File: src/rtl/serial_adder_pkg.sv
// rtl/serial_adder_pkg.sv - shared types and sizing helpers for the bit-serial adder
package serial_adder_pkg;

    typedef enum logic [1:0] {
        IDLE = 2'd0,
        RUN  = 2'd1,
        DONE = 2'd2
    } sa_state_t;

    // Bits needed to index WIDTH bit positions; never narrower than one bit.
    function automatic int cnt_width(input int w);
        return (w > 1) ? $clog2(w) : 1;
    endfunction

endpackage

File: src/rtl/full_adder.sv
// rtl/full_adder.sv - single-bit full adder cell shared by the serial engine
module full_adder (
    input  logic a,
    input  logic b,
    input  logic c,
    output logic sum,
    output logic carry
);

    assign sum   = a ^ b ^ c;
    assign carry = (a & b) | (a & c) | (b & c);

endmodule

File: src/rtl/serial_adder_ctrl.sv
// rtl/serial_adder_ctrl.sv - bit-serial add/subtract engine with start/busy/done handshake
module serial_adder_ctrl
    import serial_adder_pkg::*;
#(
    parameter int WIDTH = 8
) (
    input  logic             clk,
    input  logic             rst,
    input  logic             start,
    input  logic             sub,
    input  logic [WIDTH-1:0] op_a,
    input  logic [WIDTH-1:0] op_b,
    output logic             busy,
    output logic             done,
    output logic [WIDTH-1:0] result,
    output logic             carry_out,
    output logic             overflow
);

    localparam int                CNT_W    = cnt_width(WIDTH);
    localparam logic [CNT_W-1:0]  LAST_BIT = CNT_W'(WIDTH - 1);

    sa_state_t        state_q, state_d;
    logic [WIDTH-1:0] a_q;
    logic [WIDTH-1:0] b_q;
    logic [WIDTH-2:0] sum_q;        // bits already produced, LSB-aligned once complete
    logic [CNT_W-1:0] cnt_q;
    logic             carry_q;      // carry into the bit currently on the adder
    logic [WIDTH-1:0] result_q;
    logic             carry_out_q;
    logic             overflow_q;

    logic             load;
    logic             last;
    logic             fa_sum;
    logic             fa_carry;
    logic [WIDTH-1:0] sum_shift;

    full_adder fa_u (
        .a     (a_q[0]),
        .b     (b_q[0]),
        .c     (carry_q),
        .sum   (fa_sum),
        .carry (fa_carry)
    );

    // New sum bit enters at the top; after WIDTH shifts the word is aligned.
    assign sum_shift = {fa_sum, sum_q};

    // State register; reset abandons any operation in flight.
    always_ff @(posedge clk or posedge rst) begin
        if (rst) begin
            state_q <= IDLE;
        end else begin
            state_q <= state_d;
        end
    end

    // Next-state logic plus the load/last strobes for the datapath.
    always_comb begin
        state_d = state_q;
        load    = 1'b0;
        last    = 1'b0;
        case (state_q)
            IDLE: begin
                if (start) begin
                    load    = 1'b1;
                    state_d = RUN;
                end
            end
            RUN: begin
                if (cnt_q == LAST_BIT) begin
                    last    = 1'b1;
                    state_d = DONE;
                end
            end
            DONE:    state_d = IDLE;
            default: state_d = IDLE;
        endcase
    end

    // Operand capture, then one bit per cycle through the shared adder cell.
    // Subtract is A + ~B + 1: B is inverted at capture and the carry seeded with 1.
    always_ff @(posedge clk or posedge rst) begin
        if (rst) begin
            a_q     <= '0;
            b_q     <= '0;
            sum_q   <= '0;
            cnt_q   <= '0;
            carry_q <= 1'b0;
        end else if (load) begin
            a_q     <= op_a;
            b_q     <= sub ? ~op_b : op_b;
            cnt_q   <= '0;
            carry_q <= sub;
        end else if (state_q == RUN) begin
            a_q     <= {1'b0, a_q[WIDTH-1:1]};
            b_q     <= {1'b0, b_q[WIDTH-1:1]};
            sum_q   <= sum_shift[WIDTH-1:1];
            cnt_q   <= cnt_q + 1'b1;
            carry_q <= fa_carry;
        end
    end

    // Visible results move only when the MSB is processed. During that cycle
    // carry_q holds the carry into the MSB, so overflow needs no extra flop.
    always_ff @(posedge clk or posedge rst) begin
        if (rst) begin
            result_q    <= '0;
            carry_out_q <= 1'b0;
            overflow_q  <= 1'b0;
        end else if (last) begin
            result_q    <= sum_shift;
            carry_out_q <= fa_carry;
            overflow_q  <= carry_q ^ fa_carry;
        end
    end

    assign busy      = (state_q == RUN);
    assign done      = (state_q == DONE);
    assign result    = result_q;
    assign carry_out = carry_out_q;
    assign overflow  = overflow_q;

endmodule

File: config.mk
export PLATFORM = sky130hd
export DESIGN_NAME = serial_adder_ctrl
export DESIGN_NICKNAME = d
export VERILOG_FILES = /design/src/rtl/serial_adder_pkg.sv /design/src/rtl/full_adder.sv /design/src/rtl/serial_adder_ctrl.sv
export SDC_FILE = /design/constraint.sdc
export NUM_CORES = 1
export LEC_CHECK = 0
export ABC_AREA = 1
export BUFFER_PORTS_ARGS = -buffer_cell sky130_fd_sc_hd__buf_2
export CAP_MARGIN = 40
export CORE_ASPECT_RATIO = 0.7
export CORE_MARGIN = 10
export CORE_UTILIZATION = 25
export DETAILED_ROUTE_END_ITERATION = 8
export GPL_TIMING_DRIVEN = 0
export REMOVE_ABC_BUFFERS = 1
export SLEW_MARGIN = 0
export SYNTH_ARGS = -nofsm -noshare
export SYNTH_HDL_FRONTEND = slang
export SYNTH_SLANG_ARGS = --single-unit
File: constraint.sdc
create_clock -name clk -period 1.21 [get_ports clk]
set_input_delay 0.1815 -clock clk [delete_from_list [all_inputs] [get_ports clk]]
set_output_delay 0.1815 -clock clk [all_outputs]
set_load 0.02 [all_outputs]
# Word level (Yosys, flattened, before mapping)
# Index checks and enable logic that the tools add are counted.
# totals
reg_bits,39
in_bits,20
output_inout_bits,12
elab_cells,45
# classes
add_sub_neg,1
n_eq_ne,5
muxes,16
n_bitwise,10
reduce_logical,4
# ops
cell,n
2-to-1 mux 8 bit,5
inverter 8 bit,1
2-to-1 mux 1 bit,6
2-to-1 mux 3 bit,2
2-to-1 mux 2 bit,2
case mux 2 bit (2 select lines),1
AND reduction 2 bit,2
"adder 3 x 1 -> 3 bit, second input constant",1
bitwise AND 1 bit,3
"== test 3 bit, second input constant",1
XOR 1 bit,3
"== test 2 x 1 -> 1 bit, second input constant",1
"== test 2 bit, second input constant",1
zero test 2 bit,1
"inequality test 2 x 1 -> 1 bit, second input constant",1
"inequality test 2 bit, second input constant",1
bitwise OR 1 bit,2
nonzero test 2 bit,1
inverter 1 bit,1

# Depth between registers and ports, before layout
# Gate-level depths: netlist of the first run.
# logic_depth
ltp_word,5
mapped_depth,7
ltp_nobuf,7

# Cells and area by module
# Synthesis of the first run repeated with hierarchy kept, for this count alone.
# unflattened
hier_cells,197
area_unflattened_um2,1722.9
# by_module_without_submodules
mod,n_inst,cells_each,area_each_um2
serial_adder_ctrl,1,196,1702.9
full_adder,1,1,20.0

# Least setup slack after synthesis of the first run
# No wires, ideal clock.
# synth_path
kind,register to register
start,register carry_q
end,"register overflow_q, in the netlist overflow"
setup_time_ns,0.122
t_arrival_ns,1.087
required_time_ns,1.088
setup_slack_ns,0.001
stages_incl_launch_ff,4
n_path_buf,0
period_less_slack_ns,1.209
path_cell_list,dfrtp_1 > fa_1 > xnor2_1 > o21ai_1
# synth_between
elab_chain_cells,4
elab_cells_between_ends,5
cone_classes,bitwise: 5
# synth_rtl
element,line,source
start: declaration,serial_adder_ctrl.sv:28,logic carry_q;
start signal: assignment,serial_adder_ctrl.sv:95,carry_q <= sub;
start signal: assignment,serial_adder_ctrl.sv:101,carry_q <= fa_carry;
bitwise AND 1 bit,full_adder.sv:11,assign carry = (a & b) | (a & c) | (b & c);
bitwise OR 1 bit,full_adder.sv:11,
bitwise OR 1 bit (*),full_adder.sv:11,
named net fa_carry,serial_adder_ctrl.sv:36,logic fa_carry;
XOR 1 bit (*),serial_adder_ctrl.sv:115,overflow_q <= carry_q ^ fa_carry;
end signal: assignment,serial_adder_ctrl.sv:115,
end: declaration,serial_adder_ctrl.sv:31,logic overflow_q;
# Mark *: on every way through the listed nets, which the timed path passes. The rest lies on a longest branch.
# A chain may end at the register's enable or synchronous reset.

# Worst setup path after layout of the first run
# layout_path
start,register state_q[1]
end,output port busy
# layout_between
elab_chain_cells,1
# layout_rtl
element,line,source
start: declaration,serial_adder_ctrl.sv:23,"sa_state_t state_q, state_d;"
start signal: assignment,serial_adder_ctrl.sv:55,state_q <= state_d;
== test 2 x 1 -> 1 bit,serial_adder_ctrl.sv:119,assign busy = (state_q == RUN);
end: declaration,serial_adder_ctrl.sv:13,"output logic busy,"
# No other way between the ends.

==> flow_summary.ini, run 1 <==
[timing]
layout_setup_ws_ps = -46.54
skew_ps = 3.638
setup_violations = 11
drv_slew = 0
max-slew-margin-rel_pct = 45.08
whs_ps = 51.44
min_period_over_period_pct = 103.8
worst_pin_slew_ps = 822.6
fmax_ghz = 0.7958
rsz0062_at_grt = true
hold_viol_final = 0
period_minus_slack_ps = 1257

[logic_synthesis]
synthAdderAreaFrac_pct = 2.603
synth_enable_flop_cells = 0
postSynthCellCount = 193
synth-xor-area-share_pct = 4.049
synth-main-ff-cell = dfrtp_1
synth_top_area_share_pct = 56.40
yosysMostFrequentCell = nand2_1
synth_top_family_by_area = simple AND/OR/NAND/NOR gates
synth_area_leaders = dfrtp_1 56%, nand2_1 13%, nand3_1 9.0%
synth-compound-area-share_pct = 6.363
synth_area_per_cell_um2 = 8.966
synth_common_cells = 61 x nand2_1, 39 x dfrtp_1, 31 x nand3_1, 13 x inv_1, 10 x o21ai_0
synth_seq_area_share_pct = 56.40
async_flop_share_pct = 100.0
synthesis.area_um2 = 1730
synth_cell_type_count = 22
synthSimpleGateAreaFrac_pct = 24.22
yosys_warnings = 0
ys_seq_elements = 39
synthMuxAreaShare_pct = 0
synth_top_cell_by_area = dfrtp_1

[place]
hpwlAfterDp_um = 2546
dp_cells = 309
gp_congestion = 0.7381
io_buffers = 31

[route]
wl_um = 4398
postRouteAntennaNets = 0
viasPerCell = 4.330
wl_per_cell_um = 12.86
dr_total_vias = 1481
drc_errors = 0
drt_iter0_markers = 59
firstDrtPassIters = 4

[global_route]
overflow = 0
grtUsageTotal_pct = 8.109
antenna_found_initial = 0
grt_pass1_vias = 1386
grt_max_degree = 40
grt_pass1_wl_um = 6886

[hold_path]
hold_class = in -> async

[cells_and_area]
drive_gt1_share_pct = 35.89
antennaDiodeCount = 0
area_growth_pct = 41.21
instances_no_fill = 342
final_core_util_pct = 36.33
n_fill_cell = 670
fin_nets = 270
multi_input_comb_area_um2 = 780.7
seq_area_um2 = 977.2

[pwr]
power_leakage_nw = 1.188
powerDensity_nw_per_um2 = 2376
ir_worst_vdd_mv = 0.5868

[worst_setup_path]
worstRegToRegCells = 7
worst_path_largest_cell_delay_ps = 410
path_class = reg -> out
cp.arrival_ps = 1080
cp-end-kind = output port
crit_slowest_cell = dfrtp_1
cp_top_family = flip-flops
worst-r2r-setup-slack_ps = -30
start_kind = register
r2r-start = state_q[1]
crit_chain = clkinv_4 > nand2_8 > inv_12 > buf_8
required_ps = 1030
path_buf_inv = 3
rr_endpoint = b_q[2]
worstPathMaxFanout = 5

[clock_network]
tritoncts = built
numClockSinks = 39
path_clk_slew_ps = 70
numCtsBuffers = 5
clock_path_buffers = 2
cts-root-buf = clkbuf_8
h-tree-depth = 2
postCtsHoldBufs = 0
clkLatencyLatePin_ps = 290

[outcome]
violations = setup timing
status = finished, violations left

[floorplanning]
die_y_um = 89.61
core_um2 = 6725
die_w_um = 119.4
initial_core_util_pct = 25.73
dieArea_um2 = 10700
io_pins = 32
rows = 25

[run]
maxCapViolCount = 0
## layer usage
metal | global-route usage, % | vias to the layer above | routed length [um]
li1 | - | 732 | -
met1 | 10.62 | 714 | 2031
met2 | 11.95 | 31 | 2077
met3 | 2.311 | 4 | 241
met4 | 4.258 | 0 | 46
met5 | 0 | - | 0
## worst register-to-register path: stages (launching register included)
cell and delay (ps):
dfrtp_1 420, clkinv_4 100, buf_4 150, nand2_8 70, nor2_4 160, buf_6 150
nand2_1 60, nand3_1 80
## kinds of logic after synthesis
group	after synthesis
and+or+nand+nor	98
DFF	39
buffers and inverters	24
AOI/OAI and AO/OA	21
xor gates and xnor gates	8
adders and majority gates	3
## flip-flops by register name (all words and copies together) (netlist names)
register and cells:
cnt_q 3, sum_q 7, a_q 8, carry_out 1, overflow 1, b_q 8, state_q 2, carry_q 1
result 8
## cell type report
class	count	share of cell area, %
flip-flops and latches	39	39.99
multi-input cells	132	31.95
repair buffers	54	16.13
well taps	94	4.813
clock buffers	8	4.096
inverters	15	3.021
## power by group
group          leakage (nW)  internal (mW)  switching (mW)
clock                0.0515          0.520           0.443
sequential            0.500           1.84           0.353
combinational         0.636           1.16            1.49
total                  1.19           3.52            2.28
## how the worst max path moves through the flow
stage                    start     end  slack (ps)  cells after the start
floorplan           state_q[1]  b_q[1]        -240                      6
global placement    state_q[1]  b_q[1]        -720                      6
detailed placement  state_q[1]  b_q[1]        -700                      6
CTS                 state_q[1]    busy         -40                      4
global route        state_q[1]    busy         -90                      4
finish              state_q[1]    busy         -50                      4
## placed cells by master, fill, tap and decap left out
cell      netlist  final
buf_4           1     14
dfrtp_2         0      1
inv_1          13     10
inv_2           1      3
ha_2            0      1
a21oi_1         1      1
nand2_8         0      3
ha_4            0      1
buf_8           0      3
nand2_4         1      4
dfrtp_1        39     38
o21ai_0        10      9
fa_2            0      1
xor2_1          6      6
clkinv_4        0      1
buf_12          0      1
o21ai_1         8      5
nand2_1        61     52
o211ai_1        2      2
o21ai_2         0      4
nand2_2         1      6
clkbuf_1        2      1
nor2_1          3      2
clkbuf_8        0      7
buf_6           1      7
inv_12          0      1
nor2_4          0      2
buf_2           5     29
xnor2_1         2      2
nand3_1        31     31
## stage by stage
step	cell area, um^2	TNS, ps	power (mW)	setup slack (ps)
after detailed placement	1952	-15770	3.958	-702.9
after global placement	1952	-32550	3.921	-719.1
after global routing	2444	-1108	6.280	-93.16
after CTS	2268	-370.8	5.435	-41.04
final	2444	-127.6	5.807	-46.54
after floorplan	1679	-4095	3.390	-244.2
## timing repair
action / CTS / global route
endpoints found under the setup margin: 41 / 29
resized for setup: 20 / 31
cloned: 1 / 1
pin swaps: 5 / 7
buffers inserted: 16 / 7
Note: power is estimated with default switching activity, not from simulation.
==> inputs of run 2 (changes only) <==
--- a/config.mk
+++ b/config.mk
@@ -5,7 +5,7 @@
 export SDC_FILE = /design/constraint.sdc
 export NUM_CORES = 1
 export LEC_CHECK = 0
-export ABC_AREA = 1
+export ABC_AREA = 0
 export BUFFER_PORTS_ARGS = -buffer_cell sky130_fd_sc_hd__buf_2
 export CAP_MARGIN = 40
 export CORE_ASPECT_RATIO = 0.7
==> flow_summary.ini, run 2 <==
[worst_setup_path]
worstPathMaxFanout = 7
worst_path_largest_cell_delay_ps = 540
cp.arrival_ps = 1220
cp_top_family = flip-flops
required_ps = 1030
path_class = reg -> out
cp-end-kind = output port
crit_slowest_cell = dfrtp_4
path_buf_inv = 1
crit_chain = nor2b_4 > buf_6
start_kind = register

[route]
viasPerCell = 4.349
drt_iter0_markers = 104
firstDrtPassIters = 4
wl_um = 4508
dr_total_vias = 1257
wl_per_cell_um = 15.60
drc_errors = 0
postRouteAntennaNets = 0

[clock_network]
cts-root-buf = clkbuf_8
postCtsHoldBufs = 0
h-tree-depth = 2
clkLatencyLatePin_ps = 290
path_clk_slew_ps = 80
tritoncts = built
clock_path_buffers = 2
numCtsBuffers = 5
numClockSinks = 39

[logic_synthesis]
synth-main-ff-cell = dfrtp_1
async_flop_share_pct = 100.0
synth_area_leaders = dfrtp_1 53%, mux2_4 8.2%, nand2_1 4.5%
yosys_warnings = 0
synth_seq_area_share_pct = 53.32
yosysMostFrequentCell = dfrtp_1
synth_enable_flop_cells = 0
ys_seq_elements = 39
synth_area_per_cell_um2 = 12.45
synth_common_cells = 39 x dfrtp_1, 22 x nand2_1, 11 x o21ai_0, 10 x mux2_4, 9 x xnor2_1
postSynthCellCount = 147
synthesis.area_um2 = 1831
synth_top_area_share_pct = 53.32
synth_top_cell_by_area = dfrtp_1
synth_cell_type_count = 26

[hold_path]
hold_class = in -> async

[outcome]
violations = setup timing
status = finished, violations left

[timing]
min_period_over_period_pct = 115.5
worst_pin_slew_ps = 829.2
rsz0062_at_grt = true
hold_viol_final = 0
skew_ps = 9.275
max-slew-margin-rel_pct = 44.64
setup_violations = 38
period_minus_slack_ps = 1397
drv_slew = 0
fmax_ghz = 0.7156
layout_setup_ws_ps = -187.5

[pwr]
p_seq_share_pct = 37.1
switching_share_pct = 35.39
p_comb_share_pct = 47.3
powerDensity_nw_per_um2 = 2407
internal-power_mw = 4.016
ir_worst_vdd_mv = 0.5667
pwr-share-clk_pct = 15.6
power_leakage_nw = 1.295
p_switching_mw = 2.200

[global_route]
grtUsageTotal_pct = 8.364
grt_max_degree = 40
grt_pass1_vias = 1419
overflow = 0
antenna_found_initial = 0
grt_pass1_wl_um = 7479

[cells_and_area]
layout_common_cells = 36 x dfrtp_1, 29 x buf_2, 17 x mux2_4
fin_nets = 217
seq_area_um2 = 984.7
final_core_util_pct = 37.19
multi_input_comb_area_um2 = 1021
antennaDiodeCount = 0
final_area_um2 = 2582
final_common_cell = dfrtp_1
drive_gt1_share_pct = 61.03
n_fill_cell = 690
area_growth_pct = 41.08

[floorplanning]
die_w_um = 122.3
die_y_um = 91.59
core_um2 = 6944
io_pins = 32
dieArea_um2 = 11200
initial_core_util_pct = 26.36
rows = 25

[place]
io_buffers = 31
gp_congestion = 0.7234
place_ws_ps = -676.9
place_area_um2 = 2013
hpwlAfterDp_um = 2605

[run]
maxCapViolCount = 0
[run 2: cells by family after synthesis]
logic type	after synthesis	synth area share (%)
DFF	39	53.32
xor gates and xnor gates	9	4.306
adders and majority gates	3	2.461
AOI/OAI and AO/OA	34	12.44
muxes	17	12.51
and+or+nand+nor	33	9.638
buffers and inverters	12	5.331
[run 2: area by class of cell]
| type | instances | share of cell area, % |
|---|---|---|
| inverter | 2 | 0.2907 |
| clock buffer | 8 | 3.876 |
| multi-input combinational | 97 | 39.53 |
| tap | 94 | 4.554 |
| sequential | 39 | 38.13 |
| timing repair buffer | 49 | 13.61 |
[run 2: through the flow]
step / instances / total power [mW] / hold slack, ps / setup TNS, ps
detailed placement: 262 / 4.171 / 401.2 / -19230
CTS: 289 / 5.966 / 82.82 / -2367
global route: 289 / 6.651 / 113.0 / -5020
floorplan: 137 / 3.607 / 371.4 / -7578
finish: 289 / 6.215 / 47.04 / -3390
global placement: 262 / 4.109 / 463.4 / -34760
[run 2: power by group through the flow]
stage / combinational (mW) / clock (mW) / sequential [mW]
4_1_cts: 2.75 / 0.991 / 2.23
6_report: 2.94 / 0.968 / 2.31
3_3_place_gp: 1.83 / 0 / 2.28
2_1_floorplan: 1.23 / 0 / 2.38
3_5_place_dp: 1.88 / 0 / 2.30
5_1_grt: 3.20 / 1.06 / 2.40
[run 2: what timing repair did]
action / 4_1_cts / 5_1_grt
gates cloned: 2 / 0
pin swaps: 4 / 20
endpoints found under the setup margin: 41 / 39
setup buffers: 17 / 0
resized for setup: 41 / 44
[run 2: routing by layer]
metal	up-vias	GRT usage [%]	part of all wire, %
met5	-	0	0
met4	0	2.348	0.82
met3	5	3.463	4.9
met2	19	12.92	47
met1	627	10.43	47
li1	606	-	-
[run 2: path summary, 6_finish.rpt]
check	slack (ps)	end	cells past startpoint	start
min in group clk	150	a_q[3]	3	op_a[3]
setup / recovery	-190	busy	2	state_q[1]
hold reg to reg	480	overflow	2	overflow
max in group asynchronous	540	state_q[0]	2	rst
setup reg to reg	-170	sum_q[1]	3	state_q[1]
hold / removal	50	result[3]	2	rst
==> inputs of run 3 (changes only) <==
--- a/config.mk
+++ b/config.mk
@@ -5,7 +5,7 @@
 export SDC_FILE = /design/constraint.sdc
 export NUM_CORES = 1
 export LEC_CHECK = 0
-export ABC_AREA = 0
+export ABC_AREA = 1
 export BUFFER_PORTS_ARGS = -buffer_cell sky130_fd_sc_hd__buf_2
 export CAP_MARGIN = 40
 export CORE_ASPECT_RATIO = 0.7
==> constraint.sdc (replaced) <==
create_clock -name clk -period 1.71 [get_ports clk]
set_input_delay 0.2565 -clock clk [delete_from_list [all_inputs] [get_ports clk]]
set_output_delay 0.2565 -clock clk [all_outputs]
set_load 0.02 [all_outputs]
==> flow_summary.ini, run 3 (same netlist as run 1, synthesis figures left out) <==
[cells_and_area]
antennaDiodeCount = 0
area_growth_pct = 21.48
final_area_um2 = 2102
layout_common_cells = 60 x nand2_1, 38 x dfrtp_1, 31 x nand3_1, 31 x buf_2, 12 x inv_1
final_common_cell = nand2_1
drive_gt1_share_pct = 21.68
fin_nets = 248
instances_no_fill = 320

[timing]
max-slew-margin-rel_pct = 44.57
setup_violations = 0
drv_slew = 0
skew_ps = 1.904
hold_viol_final = 0
worst_pin_slew_ps = 830.2
fmax_ghz = 0.6199
min_period_over_period_pct = 94.33
rsz0062_at_grt = false
period_minus_slack_ps = 1613

[worst_setup_path]
cp_top_family = buffers and inverters
start_kind = register
worst_path_largest_cell_delay_ps = 390
path_class = reg -> out
required_ps = 1450
cp.arrival_ps = 1360
cp-startpoint = state_q[1]
cp.depth = 4
worstRegToRegCells = 6
worstPathMaxFanout = 36
crit_slowest_cell = dfrtp_1
r2r-start = state_q[1]
crit_chain = inv_2 > nand2_8 > inv_8 > buf_2
cp-end-kind = output port
path_buf_inv = 3

[place]
io_buffers = 31
place_area_um2 = 1952
gp_congestion = 0.7381
hpwlAfterDp_um = 2546
dp_cells = 309

[outcome]
status = finished clean

[run]
maxCapViolCount = 0

[pwr]
powerDensity_nw_per_um2 = 1679
ir_worst_vdd_mv = 0.3847
power_leakage_nw = 1.055

[clock_network]
clkLatencyLatePin_ps = 290
clock_path_buffers = 2
postCtsHoldBufs = 0
path_clk_slew_ps = 70
numCtsBuffers = 5
tritoncts = built
cts-root-buf = clkbuf_8
h-tree-depth = 2
numClockSinks = 39

[hold_path]
hold_class = in -> async

[global_route]
grtUsageTotal_pct = 7.477
overflow = 0
grt_pass1_wl_um = 6368
grt_max_degree = 40
grt_pass1_vias = 1292
antenna_found_initial = 0

[floorplanning]
initial_core_util_pct = 25.73
core_um2 = 6725
dieArea_um2 = 10700
die_w_um = 119.4
die_y_um = 89.61
rows = 25
io_pins = 32

[route]
dr_total_vias = 1331
wl_per_cell_um = 11.84
wl_um = 3789
viasPerCell = 4.159
firstDrtPassIters = 4
postRouteAntennaNets = 0
drc_errors = 0
drt_iter0_markers = 65
==> run 3: changes by cell type in the layout (fill, tap and decap cells not counted), sizes merged, moves of 6 or more <==
| cell | delta |
|---|---|
| nand3 | +31 |
| xnor2 | -7 |
| o221ai | -7 |
| buf | -14 |
| mux2 | -17 |
| nand2 | +41 |
| nor2b | -7 |
| a22oi | -7 |
| xor2 | +6 |
| o21ai | +7 |
| inv | +13 |
==> run 3: area by class of cell <==
class,count,area [um^2]
Clock buffer,8,100.1
Fill cell,709,4623
Inverter,15,63.81
Multi-Input combinational cell,130,665.6
Sequential cell,39,977.2
Tap cell,94,117.6
Timing Repair Buffer,34,177.7
==> run 3: final timing paths <==
path / endpoint / slack [ps]
worst max register to register: b_q[2] / 330
worst max-delay path: busy / 100
worst min-delay path: result[1] / 120
worst min register to register: cnt_q[0] / 480
max in group asynchronous: state_q[0] / 1020
min in group clk: a_q[0] / 160
==> run 3: repair_timing <==
action	4_1_cts	5_1_grt
gates resized for setup	4	3
endpoints found under the setup margin	18	11
pin swaps	0	0
setup buffers	3	0
==> run 3: report_power, final <==
group	total (mW)	switching (mW)	internal, mW
clock	0.690	0.322	0.368
sequential	1.52	0.219	1.30
combinational	1.32	0.848	0.468
==> run 3: through the flow <==
step	setup TNS, ps	util, %	setup WS [ps]	hold slack [ps]	total power, mW
global route	0	31.26	28.67	165.3	3.843
finish	0	31.26	96.89	120.4	3.530
detailed placement	-1744	29.02	-202.9	463.7	2.801
CTS	0	31.16	3.583	150.6	3.567
global placement	-1945	29.02	-219.1	457.7	2.774
floorplan	0	-	255.8	376.4	2.399
==> run 3: layer usage <==
layer	share of wire, %	vias to the layer above	GRT usage (%)
li1	-	683	-
met1	51	617	9.993
met2	42	23	10.36
met3	5.1	8	2.436
met4	2.3	0	4.258
met5	0	-	0
